==> src/rtl/cla_adder_16.sv <==
// 16-bit two-level carry-lookahead adder with registered sum, carry-out and group P/G.
// Four 4-bit lookahead blocks feed a second-level lookahead unit; no carry ripples between bits or blocks.
module cla_adder_16 (
  input  logic        clk,
  input  logic        rst,
  input  logic [15:0] a,
  input  logic [15:0] b,
  input  logic        cin,
  output logic [15:0] s,
  output logic        cout,
  output logic        pg,
  output logic        gg
);

  // Carries c[0..3] of a 4-wide lookahead stage from its propagate/generate terms and carry-in.
  // This shape serves both the bit-level blocks and the block-level unit.
  function automatic logic [3:0] lookahead4(input logic [3:0] p, input logic [3:0] g,
                                            input logic ci);
    logic [3:0] c;
    c[0] = ci;
    c[1] = g[0] | (p[0] & ci);
    c[2] = g[1] | (p[1] & g[0]) | (p[1] & p[0] & ci);
    c[3] = g[2] | (p[2] & g[1]) | (p[2] & p[1] & g[0]) | (p[2] & p[1] & p[0] & ci);
    return c;
  endfunction

  function automatic logic generate4(input logic [3:0] p, input logic [3:0] g);
    return g[3] | (p[3] & g[2]) | (p[3] & p[2] & g[1]) | (p[3] & p[2] & p[1] & g[0]);
  endfunction

  logic [15:0] bit_p, bit_g, bit_c;
  logic [3:0]  blk_p, blk_g, blk_c;

  logic [15:0] s_d, s_q;
  logic        cout_d, cout_q;
  logic        pg_d, pg_q;
  logic        gg_d, gg_q;

  always_comb begin
    bit_p = a ^ b;
    bit_g = a & b;

    for (int k = 0; k < 4; k++) begin
      blk_p[k] = &bit_p[4*k +: 4];
      blk_g[k] = generate4(bit_p[4*k +: 4], bit_g[4*k +: 4]);
    end

    blk_c = lookahead4(blk_p, blk_g, cin);

    for (int k = 0; k < 4; k++) begin
      bit_c[4*k +: 4] = lookahead4(bit_p[4*k +: 4], bit_g[4*k +: 4], blk_c[k]);
    end

    s_d    = bit_p ^ bit_c;
    pg_d   = &blk_p;
    gg_d   = generate4(blk_p, blk_g);
    cout_d = gg_d | (pg_d & cin);
  end

  // NOTE: reset sits in the sensitivity list so outputs clear the instant rst rises, without waiting for clk.
  always_ff @(posedge clk or posedge rst) begin
    if (rst) begin
      s_q    <= 16'h0000;
      cout_q <= 1'b0;
      pg_q   <= 1'b0;
      gg_q   <= 1'b0;
    end else begin
      // NOTE: non-blocking so every flop samples values from before this edge, never a sibling's new value.
      s_q    <= s_d;
      cout_q <= cout_d;
      pg_q   <= pg_d;
      gg_q   <= gg_d;
    end
  end

  assign s    = s_q;
  assign cout = cout_q;
  assign pg   = pg_q;
  assign gg   = gg_q;

endmodule

==> config.mk <==
export PLATFORM = sky130hd
export DESIGN_NAME = cla_adder_16
export DESIGN_NICKNAME = d
export VERILOG_FILES = /design/src/rtl/cla_adder_16.sv
export SDC_FILE = /design/constraint.sdc
export NUM_CORES = 1
export LEC_CHECK = 0
export CORE_ASPECT_RATIO = 1.4
export CORE_UTILIZATION = 40
export DETAILED_ROUTE_END_ITERATION = 8
export PLACE_DENSITY = 0.74
export SYNTH_ARGS = -nofsm -noshare
export SYNTH_HDL_FRONTEND = slang
export SYNTH_SLANG_ARGS = --single-unit
==> constraint.sdc <==
create_clock -name clk -period 0.8 [get_ports clk]
set_input_delay 0.16 -clock clk [delete_from_list [all_inputs] [get_ports clk]]
set_output_delay 0.16 -clock clk [all_outputs]
set_load 0.05 [all_outputs]
==> metrics.cfg, run 1 <==
[floorplan]
num_rows = 23
die-width_um = 48.4
ioPinCount = 54
initial_core_util = 0.420
die_h_um = 67.0

[place]
place_congestion = 0.833
port_buffers = 53
hpwl_um = 2970

[yosys]
synth.area.mux_share = 0.00829
synth_top_family_by_area = adder cells
synth_area_leaders = dfrtp_1 39%, ha_1 17%, fa_1 6.6%
syn-cell-area_um2 = 1210
ys_types = 29
yosys.area_share.simple = 0.0974
async_flop_share = 1.00
synth_edf_count = 0
synth_cells = 106
synth_xor_area_frac = 0.0870
syn_nets = 161
yosys.area.top_type = dfrtp_1
synthAdderAreaFrac = 0.232
ys_seq_elements = 19
synth.avg_cell_area_um2 = 11.4
yosys_warnings = 0
synth_flop_cell = dfrtp_1
yosysSeqAreaShare = 0.394
synth_top_area_frac = 0.394
synth-compound-area-share = 0.160

[outcome]
outcome = aborted with a tool error
stop_stage = 5_1_grt
error = [ERROR GRT-0232] Routing congestion too high. Check the congestion heatmap in the GUI.

[clock_network]
cts_root_buf = clkbuf_8
clk_path_buf_depth = 2
postCtsHoldBufs = 0
cts_sinks = 19
numCtsBuffers = 3
htreeDepth = 1

[grt]
grt_max_degree = 20
grt_usage = 0.727
grt_overflow_total = 75

[sta]
worst_endpoint = s[14]$_DFF_PP0_/D
worst-ep-kind = register data pin

-- metal layers --
metal | GRT overflow | GRT usage
met1 | 0 | 0.687
met2 | 49 | 1.01
met3 | 0 | 0.402
met4 | 26 | 0.897
met5 | 0 | 0
-- stage by stage --
step,setup WS [ns],instances,util,hold slack (ns),cell area [um^2]
after CTS,-0.706,247,0.959,0.227,2760
after detailed placement,-1.36,227,0.848,0.502,2440
after floorplan,-0.848,106,-,0.111,1430
after global placement,-1.33,227,0.848,0.491,2440
-- logic make-up after synthesis --
| family | after synthesis |
|---|---|
| adders and majority gates | 20 |
| buffers and inverters | 7 |
| and+or+nand+nor | 22 |
| DFF | 19 |
| muxes | 1 |
| xor gates and xnor gates | 12 |
| AOI/OAI and AO/OA | 25 |
-- what timing repair did --
item | in CTS
setup endpoints to repair | 38
buffers inserted | 17
gates cloned | 0
resized for setup | 162
hold endpoints to repair | 0
pin swaps | 51
-- synthesized netlist by cell type (2+ instances only) --
library cell / count
inv_1: 7
nand4_1: 2
ha_1: 16
a31oi_1: 2
a21o_1: 4
nor2_1: 2
xor2_1: 5
nand2b_1: 2
a21oi_1: 10
xnor2_1: 7
o21ai_0: 2
nand2_1: 7
dfrtp_1: 19
fa_1: 4
nand3_1: 3
==> inputs of run 2 (changes only) <==
==> config.mk (replaced) <==
export PLATFORM = sky130hd
export DESIGN_NAME = cla_adder_16
export DESIGN_NICKNAME = d
export VERILOG_FILES = /design/src/rtl/cla_adder_16.sv
export SDC_FILE = /design/constraint.sdc
export NUM_CORES = 1
export LEC_CHECK = 0
export CORE_UTILIZATION = 25
export DETAILED_ROUTE_END_ITERATION = 8
export PLACE_DENSITY_LB_ADDON = 0.15
export SYNTH_ARGS = -nofsm -noshare
export SYNTH_HDL_FRONTEND = slang
export SYNTH_SLANG_ARGS = --single-unit
==> run 2 against run 1 <==
Net effect: the flow now finishes, with violations (setup timing); synthesized cell count unchanged; area after synthesis unchanged.
==> metrics.cfg, run 2 <==
[critical_path]
cp-start-kind = input port
crit_type = in -> reg
path_cells = buf_6 > ha_4 > a21o_1 > a31o_4 > a21oi_4 > o21ai_4 > fa_2 > xor2_1
cp.required_ns = 0.95
slowest_stage = fa_2
critPathMaxFanout = 3
cp-end-kind = flip-flop
max_stage_delay_ns = 0.34
worstPathArrival_ns = 1.65
cp-startpoint = a[5]

[floorplan]
die_h_um = 71.5
num_rows = 24
die-width_um = 71.5
initial_core_util = 0.268
coreArea_um2 = 4500
fp.dieArea_um2 = 5110
ioPinCount = 54

[yosys]
synth_commonest_cells = 19 x dfrtp_1, 16 x ha_1, 10 x a21oi_1
synth_top_family_by_area = adder cells
synth_flop_cell = dfrtp_1
synthAdderAreaFrac = 0.232
async_flop_share = 1.00
syn-cell-area_um2 = 1210
synth.avg_cell_area_um2 = 11.4
synth_area_leaders = dfrtp_1 39%, ha_1 17%, fa_1 6.6%
synth-compound-area-share = 0.160
yosysSeqAreaShare = 0.394
ys_seq_elements = 19
syn_nets = 161
synth_edf_count = 0
synth.most_common_cell = dfrtp_1
ys_types = 29
yosys_warnings = 0
synth_xor_area_frac = 0.0870
synth_top_area_frac = 0.394
yosys.area_share.simple = 0.0974
yosys.area.top_type = dfrtp_1
synth.area.mux_share = 0.00829
synth_cells = 106

[finish]
nets = 266
final_common_cell = buf_4
insertedDiodeCount = 0
utilization = 0.636
final_cell_mix = 36 x buf_4, 28 x buf_6, 20 x buf_12
drive_gt1_frac = 0.714
syn_to_final_growth_pct = 137
largest_register_ffs = 16
fin_area_um2 = 2860

[hold_path]
min-delay-start = a[7]
hp-class = in -> reg
whs_path_depth = 3
min_to = s[7]

[sta]
hold_viol = 0
max-slew-margin-rel = 0.842
fin_crit_sh = 1.88
drv_slew = 0
setup_ws_ns = -0.702
fin_crit_ns = 1.50
tightest_slew_ns = 0.235
max_freq_mhz = 666
setup_viol = 36
rsz0062_at_grt = yes
setup_tns_ns = -11.77

[place]
hpwl_um = 2690
place_congestion = 0.751
port_buffers = 53
post_dp_cell_area_um2 = 2450

[grt]
grt_usage = 0.150
antenna_found_initial = 0
grt_pass1_wl_um = 6020
grt_max_degree = 20
grt_overflow_total = 0
grt_pass1_vias = 1381

[routing]
vias = 1193
vias_per_cell = 4.55
drt-initial-drc-count = 21
routed_wl_um = 3550
postRouteAntennaNets = 0
drt_first_pass_iters = 4
drcViolationCount = 0
wl_per_cell_um = 13.6

[clock_network]
cts_tree = done
cts_sinks = 19
path_clk_slew_ns = 0.08
htreeDepth = 1
cts_root_buf = clkbuf_8
clk_path_buf_depth = 2
numCtsBuffers = 3
postCtsHoldBufs = 0

[power]
ir_worst_vdd_mv = 0.757
finalPower_w = 0.00498
power_density_nw_per_um2 = 1740
p_leak_nw = 1.27

[outcome]
violations = setup timing
outcome = finished, violations left

[flow_run]
drv_cap = 0

[run 2: layout make-up]
| class | instances | area (um^2) |
|---|---|---|
| clock buffers | 3 | 41.3 |
| clock inverters | 1 | 7.51 |
| fillers | 346 | 1640 |
| inverters | 7 | 33.8 |
| multi-input cells | 80 | 1130 |
| flip-flops and latches | 19 | 475 |
| well taps | 52 | 65.1 |
| repair buffers | 100 | 1110 |
[run 2: critical path, delay by kind of cell]
| kind | cells | cell delay [ns] |
|---|---|---|
| AO/OA/AOI/OAI | 4 | 0.66 |
| adder cells (fa/ha/maj) | 2 | 0.57 |
| XOR/XNOR | 1 | 0.15 |
| buffers and inverters | 1 | 0.10 |
[run 2: metrics by stage]
step                hold WS, ns  std cells  worst slack [ns]
global route              0.227        262            -0.740
finish                    0.205        262            -0.702
detailed placement        0.500        241             -1.38
CTS                       0.195        255            -0.725
global placement          0.497        241             -1.36
floorplan                 0.111        106            -0.848
[run 2: cell families (layout without fill, tap and decap cells)]
family | after synthesis | in the layout
xor+xnor | 12 | 12
compound gates | 25 | 25
simple gates | 22 | 22
buf+inv | 7 | 111
mux | 1 | 1
fa+ha+maj | 20 | 20
flops | 19 | 19
[run 2: report_power, final]
part	internal (W)	switching, W
Clock	0.000351	0.000356
Sequential	0.00115	0.000168
Combinational	0.00158	0.00138
Total	0.00308	0.00190
[run 2: worst max path at each step]
| stage | to |
|---|---|
| finish | s[13] |
| global route | s[13] |
| CTS | s[13] |
| detailed placement | s[13] |
| global placement | s[13] |
| floorplan | s[13] |
[run 2: what timing repair did]
item | CTS | global route
pin swaps | 50 | 30
setup buffers | 12 | 9
resized for setup | 165 | 22
setup endpoints to repair | 38 | 36
[run 2: per-layer routing]
metal | share of wire | global-route usage | up-vias
met5 | 0 | 0 | -
met3 | 0.038 | 0.0211 | 6
li1 | - | - | 579
met4 | 0.017 | 0.0501 | 0
met1 | 0.38 | 0.157 | 572
met2 | 0.56 | 0.302 | 36
Note: power is estimated with default switching activity, not from simulation.
==> patch: new RTL, flow settings as in run 2 <==
Take the reset off `s_q` and load it in a clocked block of its own.
--- a/src/rtl/cla_adder_16.sv
+++ b/src/rtl/cla_adder_16.sv
@@ -61,5 +61,4 @@
   always_ff @(posedge clk or posedge rst) begin
     if (rst) begin
-      s_q    <= 16'h0000;
       cout_q <= 1'b0;
       pg_q   <= 1'b0;
@@ -67,9 +66,12 @@
     end else begin
       // NOTE: non-blocking so every flop samples values from before this edge, never a sibling's new value.
-      s_q    <= s_d;
       cout_q <= cout_d;
       pg_q   <= pg_d;
       gg_q   <= gg_d;
     end
+  end
+
+  always_ff @(posedge clk) begin
+    s_q <= s_d;
   end
 
Check against the original RTL: not equivalent (a bounded check fails within 4 cycles, from zero or initial values and one cycle with rst high).
==> patch against run 2 <==
  * The run still ends with setup timing left
  * Via count down 3.6%
  * Final cell count down 1.1%
  * Total power down 1.2%
  * Die area shrank 6.5%
  * Worst setup slack better by 0.0035 ns
  * Sequential cell count did not move
  * Combinational power is 3% lower
  * Critical endpoint is now s[15]$_DFF_P_
  * Cell area fell by 6.4%
  * Non-clock buffer count fell by 3
  * Global-route usage rose by 0.21 points
  * Area after synthesis fell by 6.6%
  * Wire length decreased by 5.6%
==> patch: results (changes against run 2) <==
| Metric | Value |
|---|---|
| Outcome | finished, violations left |
| Failing checks | setup timing |
| Initial antenna violation count | 0 (unchanged) |
| WS Path Type | in -> reg |
| Synth warnings | 0 (unchanged) |
| Setup-failing EPs final | 35 (-2.8%) |
| Clk buf depth | 2 (unchanged) |
| Max Fanout on Critical Path | 3 (unchanged) |
| Crit-path max cell delay | 0.25 ns (-0.09 ns) |
| DP Area | 2340 um2 (-4.7%) |
| I/O Buffers | 53 (unchanged) |
| GPL Wtd Cong | 0.774 (+3.1%) |
| DR pass1 iterations | 4 (unchanged) |
| GRT Resource Usage Total | 0.152 (+0.00206) |
| Measured slew at the worst slew-check pin | 0.219 ns (-0.0158 ns) |
| Largest cells by area after synthesis | dfxtp_1, ha_1, fa_1 |
| Distinct cell type count after synthesis | 30 (+3.4%) |
| # fillers | 359 (+3.8%) |
| Layout Nets | 263 (-1.1%) |
| Maximum VDD drop | 0.000784 V (+3.7%) |
| Post-DP HPWL | 2440 um (-9.3%) |
| DR vias/cell | 4.44 (-2.5%) |
| CTS Buf Count | 3 (unchanged) |
| Dpl ws | -1.40 ns (-0.0226 ns) |
| Share of cells above drive strength 1 | 0.763 (+0.0490) |
| Number of diodes | 0 (unchanged) |
| Routed wire length | 3350 um (-5.6%) |
| Root buffer cell | clkbuf_8 |
| H-tree depth | 1 (unchanged) |
| Syn Nets | 161 (unchanged) |
| Seq/Total Area, Yosys | 0.351 (-0.0431) |
| Worst Setup SP | a[5] |
| Worst min-delay path category | in -> async |
| Vias in the first global route | 1290 (-6.6%) |
| Leakage | 1.19 nW (-6.1%) |
| Number of DRC markers in iteration 0 | 16 (-24%) |
| Synth cell count leaders | dfxtp_1, ha_1, a21oi_1 |
| Clock slew at reported path FFs | 0.09 ns |
| CP max-delay cell | ha_4 |
| Async set-reset flop share out of synthesis | 0.158 (-0.842) |
| Max reg flops | 16 (unchanged) |
| First-pass GRT wire length | 5800 um (-3.6%) |
| Largest net degree at the start of global routing | 12 (-40%) |
| PnR worst setup slack | -0.698 ns (+0.00353 ns) |
==> patch: changes by cell type in the layout (fill, tap and decap cells not counted), sizes merged <==
| cell | run 2 | this run |
|---|---|---|
| clkbuf | 5 | 3 |
| clkinvlp | 1 | 0 |
| clkinv | 0 | 1 |
| buf | 92 | 89 |
| clkdlybuf4s15 | 5 | 1 |
| dfxtp | 0 | 16 |
| dlygate4sd2 | 0 | 6 |
| dfrtp | 19 | 3 |
==> patch: worst max-delay path by stage <==
stage / end / slack (ns)
floorplan: s[13]$_DFF_P_ / -0.84
global placement: s[13]$_DFF_P_ / -1.36
detailed placement: s[13]$_DFF_P_ / -1.40
CTS: s[13]$_DFF_P_ / -0.72
global route: s[15]$_DFF_P_ / -0.75
finish: s[15]$_DFF_P_ / -0.70
==> patch: cells by family after synthesis <==
family | Yosys count | synth area share
flip-flops | 19 | 0.351
AO/OA/AOI/OAI | 25 | 0.171
AND/OR/NAND/NOR | 22 | 0.104
buffers and inverters | 7 | 0.0233
multiplexers | 1 | 0.00888
XOR/XNOR | 12 | 0.0932
adder cells (fa/ha/maj) | 20 | 0.249
==> patch: routing by layer <==
metal	track usage	wire, um	vias up
met3	0.0307	163	4
met4	0.0680	55	0
met1	0.168	1310	537
met2	0.276	1830	35
li1	-	-	574
met5	0	0	-
==> patch: where the power goes <==
group | switching [W] | total (W) | internal [W] | leakage, nW
Clock | 0.000382 | 0.000730 | 0.000348 | 0.0255
Sequential | 0.000157 | 0.00134 | 0.00119 | 0.173
Combinational | 0.00133 | 0.00285 | 0.00151 | 0.992
==> patch: timing repair <==
| item | in CTS | in global routing |
|---|---|---|
| gates resized for setup | 164 | 13 |
| endpoints found under the setup margin | 38 | 37 |
| pin swaps | 40 | 13 |
| setup buffers | 16 | 1 |
==> patch: worst max-delay path, delay by kind of cell <==
family	cells	cell delay [ns]
simple gates	3	0.38
buf+inv	3	0.36
fa+ha+maj	1	0.25
mux	1	0.23
compound gates	1	0.15
xor+xnor	1	0.15
==> patch: through the flow <==
step	total power, W	setup TNS (ns)	hold WS (ns)	instances	utilization
global placement	0.00387	-20.95	0.338	238	0.536
floorplan	0.00252	-9.04	-0.0864	106	-
global route	0.00514	-12.41	0.0585	259	0.616
detailed placement	0.00391	-21.44	0.334	238	0.536
finish	0.00492	-11.16	0.0453	259	0.616
CTS	0.00488	-11.46	0.0447	258	0.599
==> patch: final cells by class <==
type	count	share of cell area
multi-input cells	80	0.415
clock buffers	3	0.0154
repair buffers	97	0.376
clock inverters	1	0.00187
well taps	52	0.0243
inverters	7	0.0126
flip-flops and latches	19	0.155
